[src/rtl/prog_loader_if.sv]
// Loader-side bus bundle: host byte stream in, instruction memory write port and
// processor control out.
//   start      host -> loader  one-cycle load request
//   in_valid   host -> loader  byte available on in_data
//   in_data    host -> loader  stream byte
//   in_ready   loader -> host  loader takes a byte this cycle
//   mem_we     loader -> imem  write strobe, one cycle per word
//   mem_addr   loader -> imem  write address
//   mem_wdata  loader -> imem  write data {hi, lo}
//   cpu_hold   loader -> core  1 holds the processor in reset
//   done       loader -> host  load finished (level)
//   err        loader -> host  checksum mismatch on last load
interface prog_loader_if #(
    parameter int unsigned ADDR_W = 8,
    parameter int unsigned DATA_W = 16
);
    logic              start;
    logic              in_valid;
    logic [7:0]        in_data;
    logic              in_ready;
    logic              mem_we;
    logic [ADDR_W-1:0] mem_addr;
    logic [DATA_W-1:0] mem_wdata;
    logic              cpu_hold;
    logic              done;
    logic              err;

    // Host / stream source side.
    modport master (
        output start, in_valid, in_data,
        input  in_ready, mem_we, mem_addr, mem_wdata, cpu_hold, done, err
    );

    // Loader side.
    modport slave (
        input  start, in_valid, in_data,
        output in_ready, mem_we, mem_addr, mem_wdata, cpu_hold, done, err
    );
endinterface

[src/rtl/prog_loader.sv]
// Byte-stream program loader. Accepts a frame of
//   count, {hi, lo} x count, xor-checksum
// over a valid/ready handshake and writes each 16-bit word to consecutive instruction
// memory addresses starting at 0. A count byte of 0 means 2**ADDR_W words. The processor
// is held in reset until a load finishes with a matching checksum.
// Ports:
//   clk    system clock, rising edge
//   reset  asynchronous, active-high reset
//   bus    prog_loader_if.slave (stream input, memory write port, cpu_hold/done/err)
module prog_loader #(
    parameter int unsigned ADDR_W = 8,
    parameter int unsigned DATA_W = 16
) (
    input  logic         clk,
    input  logic         reset,
    prog_loader_if.slave bus
);

    typedef enum logic [2:0] {
        StIdle,
        StCount,
        StHi,
        StLo,
        StWrite,
        StCheck,
        StDone
    } state_e;

    state_e            state_q, state_d;
    logic [ADDR_W-1:0] remaining_q, remaining_d;
    logic [ADDR_W-1:0] addr_q, addr_d;
    logic [7:0]        hi_q, hi_d;
    logic [7:0]        chk_q, chk_d;
    logic              done_q, done_d;
    logic              err_q, err_d;
    logic [ADDR_W-1:0] mem_addr_q, mem_addr_d;
    logic [DATA_W-1:0] mem_wdata_q, mem_wdata_d;

    logic in_ready;
    logic hs;

    // in_ready is a pure decode of the state register.
    always_comb begin
        in_ready = (state_q == StCount) || (state_q == StHi) ||
                   (state_q == StLo) || (state_q == StCheck);
    end

    assign hs = bus.in_valid & in_ready;

    always_comb begin
        state_d     = state_q;
        remaining_d = remaining_q;
        addr_d      = addr_q;
        hi_d        = hi_q;
        chk_d       = chk_q;
        done_d      = done_q;
        err_d       = err_q;
        mem_addr_d  = mem_addr_q;
        mem_wdata_d = mem_wdata_q;

        unique case (state_q)
            StIdle, StDone: begin
                if (bus.start) begin
                    state_d = StCount;
                    done_d  = 1'b0;
                    err_d   = 1'b0;
                    chk_d   = 8'h00;
                end
            end
            StCount: begin
                if (hs) begin
                    // 0 naturally means 2**ADDR_W: the down-counter wraps before reaching 1.
                    remaining_d = ADDR_W'(bus.in_data);
                    addr_d      = '0;
                    chk_d       = chk_q ^ bus.in_data;
                    state_d     = StHi;
                end
            end
            StHi: begin
                if (hs) begin
                    hi_d    = bus.in_data;
                    chk_d   = chk_q ^ bus.in_data;
                    state_d = StLo;
                end
            end
            StLo: begin
                if (hs) begin
                    chk_d = chk_q ^ bus.in_data;
                    // Load the output registers here so they are valid throughout WRITE
                    // and keep the last written word afterwards.
                    mem_addr_d  = addr_q;
                    mem_wdata_d = DATA_W'({hi_q, bus.in_data});
                    state_d     = StWrite;
                end
            end
            StWrite: begin
                addr_d      = addr_q + ADDR_W'(1);
                remaining_d = remaining_q - ADDR_W'(1);
                state_d     = (remaining_q == ADDR_W'(1)) ? StCheck : StHi;
            end
            StCheck: begin
                if (hs) begin
                    err_d   = (bus.in_data != chk_q);
                    done_d  = 1'b1;
                    state_d = StDone;
                end
            end
            default: state_d = StIdle;
        endcase
    end

    always_ff @(posedge clk or posedge reset) begin
        if (reset) begin
            state_q     <= StIdle;
            remaining_q <= '0;
            addr_q      <= '0;
            hi_q        <= 8'h00;
            chk_q       <= 8'h00;
            done_q      <= 1'b0;
            err_q       <= 1'b0;
            mem_addr_q  <= '0;
            mem_wdata_q <= '0;
        end else begin
            state_q     <= state_d;
            remaining_q <= remaining_d;
            addr_q      <= addr_d;
            hi_q        <= hi_d;
            chk_q       <= chk_d;
            done_q      <= done_d;
            err_q       <= err_d;
            mem_addr_q  <= mem_addr_d;
            mem_wdata_q <= mem_wdata_d;
        end
    end

    assign bus.in_ready  = in_ready;
    assign bus.mem_we    = (state_q == StWrite);
    assign bus.mem_addr  = mem_addr_q;
    assign bus.mem_wdata = mem_wdata_q;
    assign bus.done      = done_q;
    assign bus.err       = err_q;
    // Released only in DONE after a good checksum.
    assign bus.cpu_hold  = !((state_q == StDone) && !err_q);

endmodule

[src/flat_wrapper.sv]
// flat-port wrapper written by rule: the top's interface ports become plain ports
module prog_loader_flat 
#(
    parameter int unsigned ADDR_W = 8,
    parameter int unsigned DATA_W = 16
)
  (clk, reset, bus_start, bus_in_valid, bus_in_data, bus_in_ready, bus_mem_we, bus_mem_addr, bus_mem_wdata, bus_cpu_hold, bus_done, bus_err);
  prog_loader_if #(.ADDR_W(ADDR_W), .DATA_W(DATA_W)) bus_i ();
  input  logic clk;
  input  logic reset;
  input wire logic [$bits(bus_i.start)-1:0] bus_start;
  input wire logic [$bits(bus_i.in_valid)-1:0] bus_in_valid;
  input wire logic [$bits(bus_i.in_data)-1:0] bus_in_data;
  output wire logic [$bits(bus_i.in_ready)-1:0] bus_in_ready;
  output wire logic [$bits(bus_i.mem_we)-1:0] bus_mem_we;
  output wire logic [$bits(bus_i.mem_addr)-1:0] bus_mem_addr;
  output wire logic [$bits(bus_i.mem_wdata)-1:0] bus_mem_wdata;
  output wire logic [$bits(bus_i.cpu_hold)-1:0] bus_cpu_hold;
  output wire logic [$bits(bus_i.done)-1:0] bus_done;
  output wire logic [$bits(bus_i.err)-1:0] bus_err;
  assign bus_i.start = bus_start;
  assign bus_i.in_valid = bus_in_valid;
  assign bus_i.in_data = bus_in_data;
  assign bus_in_ready = bus_i.in_ready;
  assign bus_mem_we = bus_i.mem_we;
  assign bus_mem_addr = bus_i.mem_addr;
  assign bus_mem_wdata = bus_i.mem_wdata;
  assign bus_cpu_hold = bus_i.cpu_hold;
  assign bus_done = bus_i.done;
  assign bus_err = bus_i.err;
  prog_loader #(.ADDR_W(ADDR_W), .DATA_W(DATA_W)) u_core (.clk(clk), .reset(reset), .bus(bus_i));
endmodule
[config.mk]
export PLATFORM = sky130hd
export DESIGN_NAME = prog_loader_flat
export DESIGN_NICKNAME = d
export VERILOG_FILES = /design/src/rtl/prog_loader_if.sv /design/src/rtl/prog_loader.sv /design/src/flat_wrapper.sv
export SDC_FILE = /design/constraint.sdc
export NUM_CORES = 1
export LEC_CHECK = 0
export ABC_AREA = 1
export CAP_MARGIN = 0
export CORE_UTILIZATION = 60
export CTS_BUF_LIST = sky130_fd_sc_hd__clkbuf_8
export DETAILED_ROUTE_END_ITERATION = 10
export GPL_TIMING_DRIVEN = 0
export PLACE_DENSITY = 0.94
export SYNTH_ARGS = -nofsm -noshare
export SYNTH_HDL_FRONTEND = slang
export SYNTH_SLANG_ARGS = --single-unit
[constraint.sdc]
create_clock -name clk -period 2.8 [get_ports clk]
set_input_delay 0.28 -clock clk [delete_from_list [all_inputs] [get_ports clk]]
set_output_delay 0.28 -clock clk [all_outputs]
set_load 0.01 [all_outputs]
==> results.yml, run 1 <==
status:
  status: "finished, final reports clean"
placement:
  gp_congestion: 0.8854
  portBuffers: 39
  hpwlAfterDp_um: 4661
sta:
  hold_violations: 0
  worst_slew_pin_slew_ns: 0.5080
  fmax_ghz: 0.4167
  maxSlewHeadroom_pct: 66.08
  slew_violations: 0
  finClkSkew_ns: 0.006170
  fin_crit_sh_pct: 85.72
  holdWs_ns: 0.2872
  finalSetupViolCount: 0
  fin_setup_tns_ns: 0
  rsz0062_at_grt: "false"
  post-route-min-period_ns: 2.400
yosys:
  synth-warning-count: 0
  yosys-top-cells-count: "84 x nand2_1, 61 x dfrtp_1, 31 x inv_1"
  yosysMostFrequentCell: "nand2_1"
  netlist_area_mm2: 0.002900
  synth_nets: 346
  ys_types: 31
  synthArstFlopShare_pct: 100.0
  synth-edff-count: 0
  synth_seq_cells: 61
  synth_area_leaders: "dfrtp_1 53%, nand2_1 11%, o21ai_0 4.7%"
  synth_seq_area_share_pct: 52.63
  yosys.area.top_type: "dfrtp_1"
  synth_top_cell_area_share_pct: 52.63
  syn_area_per_cell_um2: 8.762
  synthFlopType: "dfrtp_1"
  syn_inst: 331
clock_network:
  ctsResizeCount: 0
  root_buffer: "clkbuf_8"
  post_cts_buffers: 0
  cts_made_buffers: 9
  cts_hold_buf: 0
  clk_latency_ns: 0.35
  clock_sinks: 61
  tritoncts: "done"
  h-tree-depth: 3
  clkSlewWorstSetupHoldPaths_ns: 0.07
  cts_max_path_buffers: 2
power_and_ir_drop:
  peakVddDrop_mv: 0.7595
  total_leakage_power_nw: 1.684
  p_per_area_mw_per_mm2: 1159
drt:
  ant_nets: 0
  firstDrtPassIters: 5
  drt_iter0_drc: 287
  routed_wl_um: 7187
  viasPerCell: 5.890
  via_count: 2580
  post-route-drc-count: 0
  wl_per_cell_um: 16.41
flow_run:
  maxCapViolCount: 0
floorplanning:
  die_area_mm2: 0.005116
  ios: 41
  die-height_um: 71.53
  fp.coreArea_mm2: 0.004504
  die_w_um: 71.53
  initial_utilization_pct: 64.39
  rows: 24
worst_setup_path:
  crit_arrival_ns: 2.12
  startpoint_type: "register"
  slowest_delay_ns: 0.55
  crit_path_cell_trace: "buf_2 > nor2_1 > nand2_2 > inv_2 > buf_4 > clkdlybuf4s50_1"
  path_class: "register to output port"
  cp_data_required_time_ns: 2.52
  worstSetupEndpointType: "output port"
  slowest_stage: "clkdlybuf4s50_1"
  path_max_fanout: 10
finish:
  antenna_cells: 0
  areaGrowthSynthToFinish_pct: 23.25
  fillCellCount: 264
  drive_above_1_share_pct: 14.25
  nets: 397
global_routing:
  grt_pass1_wl_um: 11870
  grt_max_degree: 40
  antenna_found_initial: 0
  grt_pass1_vias: 2506
  grt-ovfl-total: 0
  grt_usage_pct: 30.89
worst_hold_path:
  worstHoldPathType: "input pin to async pin"
state kept, by name (all words and copies together) (netlist names):
name / cells
u_core.addr_q: 8
u_core.bus.mem_addr: 8
u_core.chk_q: 8
u_core.hi_q: 8
u_core.bus.err: 1
u_core.bus.mem_wdata: 16
u_core.state_q: 3
u_core.bus.done: 1
u_core.remaining_q: 8
final cells by class:
class | instances | area, µm² | area share (%)
Inverter | 35 | 133.9 | 3.745
Tap cell | 52 | 65.06 | 1.820
Clock buffer | 11 | 151.4 | 4.235
Multi-Input combinational cell | 224 | 1177 | 32.94
Sequential cell | 61 | 1526 | 42.70
Timing Repair Buffer | 40 | 410.4 | 11.48
Buffer | 11 | 62.56 | 1.750
Clock inverter | 4 | 47.55 | 1.330
worst max-delay path: cells and delay by family, from the launching register on:
kind	cells	cell delay, ns
AND/OR/NAND/NOR	2	0.34
flip-flops	1	0.38
buffers and inverters	4	1.05
through the flow:
step,utilization (%),power [mW],worst slack [ns],instances,area (µm²)
final,79.36,4.143,0.3999,438,3575
after global routing,79.36,4.400,0.2991,438,3575
after floorplan,-,2.610,1.007,331,2900
after CTS,79.36,4.115,0.4050,438,3575
after global placement,74.50,3.171,0.005259,422,3356
after detailed placement,74.94,3.275,0.7814,423,3376
path summary, 6_finish.rpt:
check | startpoint | slack (ns) | cells past startpoint | to
hold / removal | reset | 0.29 | 2 | u_core.bus.mem_addr[1]$_DFFE_PP0P_
min in group clk | bus_in_valid | 0.32 | 3 | u_core.bus.done$_DFFE_PP0P_
setup reg to reg | u_core.state_q[1]$_DFFE_PP0P_ | 1.12 | 7 | u_core.remaining_q[4]$_DFFE_PP0P_
setup / recovery | u_core.state_q[1]$_DFFE_PP0P_ | 0.40 | 6 | bus_mem_we
hold reg to reg | u_core.bus.done$_DFFE_PP0P_ | 0.49 | 2 | u_core.bus.done$_DFFE_PP0P_
max in group asynchronous | reset | 1.94 | 3 | u_core.chk_q[4]$_DFFE_PP0P_
cells by family after synthesis:
group	Yosys count	synth area share, %
AOI/OAI and AO/OA	60	11.30
xor gates and xnor gates	10	3.020
adders and majority gates	3	1.294
buffers and inverters	46	6.773
DFF	61	52.63
muxes	8	3.106
and+or+nand+nor	143	21.87
per-layer routing:
metal | wire length [µm] | part of all wire, % | vias up | global-route usage (%)
met1 | 2926 | 41 | 1224 | 38.88
li1 | - | - | 1176 | -
met5 | 0 | 0 | - | 0
met2 | 3573 | 50 | 162 | 52.06
met3 | 537 | 7.5 | 18 | 5.907
met4 | 149 | 2.1 | 0 | 14.38
placed cells by master, fill, tap and decap left out, types with 3 or more instances in the layout:
| cell | count |
|---|---|
| nand4_1 | 3 |
| nand2_2 | 3 |
| nand3_2 | 3 |
| o211ai_1 | 3 |
| mux2_2 | 8 |
| nand3_1 | 12 |
| o22ai_1 | 5 |
| a21oi_1 | 6 |
| nand2_1 | 84 |
| buf_2 | 5 |
| o21ai_0 | 27 |
| xnor2_1 | 9 |
| dfrtp_1 | 61 |
| clkbuf_1 | 3 |
| o21ai_1 | 15 |
| or2_2 | 8 |
| ha_1 | 3 |
| inv_2 | 4 |
| inv_1 | 30 |
| nor2_1 | 23 |
| clkdlybuf4s50_1 | 39 |
| clkbuf_8 | 11 |
| nor3_1 | 3 |
report_power, final:
part	leakage [nW]	switching [mW]	total [mW]	internal, mW
Combinational	0.794	1.01	1.85	0.832
Clock	0.101	0.343	0.794	0.451
Sequential	0.789	0.258	1.50	1.24
(Power assumes the default switching activity.)
==> inputs of run 2 (changes only) <==
- HOLD_SLACK_MARGIN: unset -> 0.1
- SKIP_CTS_REPAIR_TIMING: unset -> 1
- TNS_END_PERCENT: unset -> 50
==> results of run 2 <==
The final DEF is identical to that of run 1; final timing and power are the same.
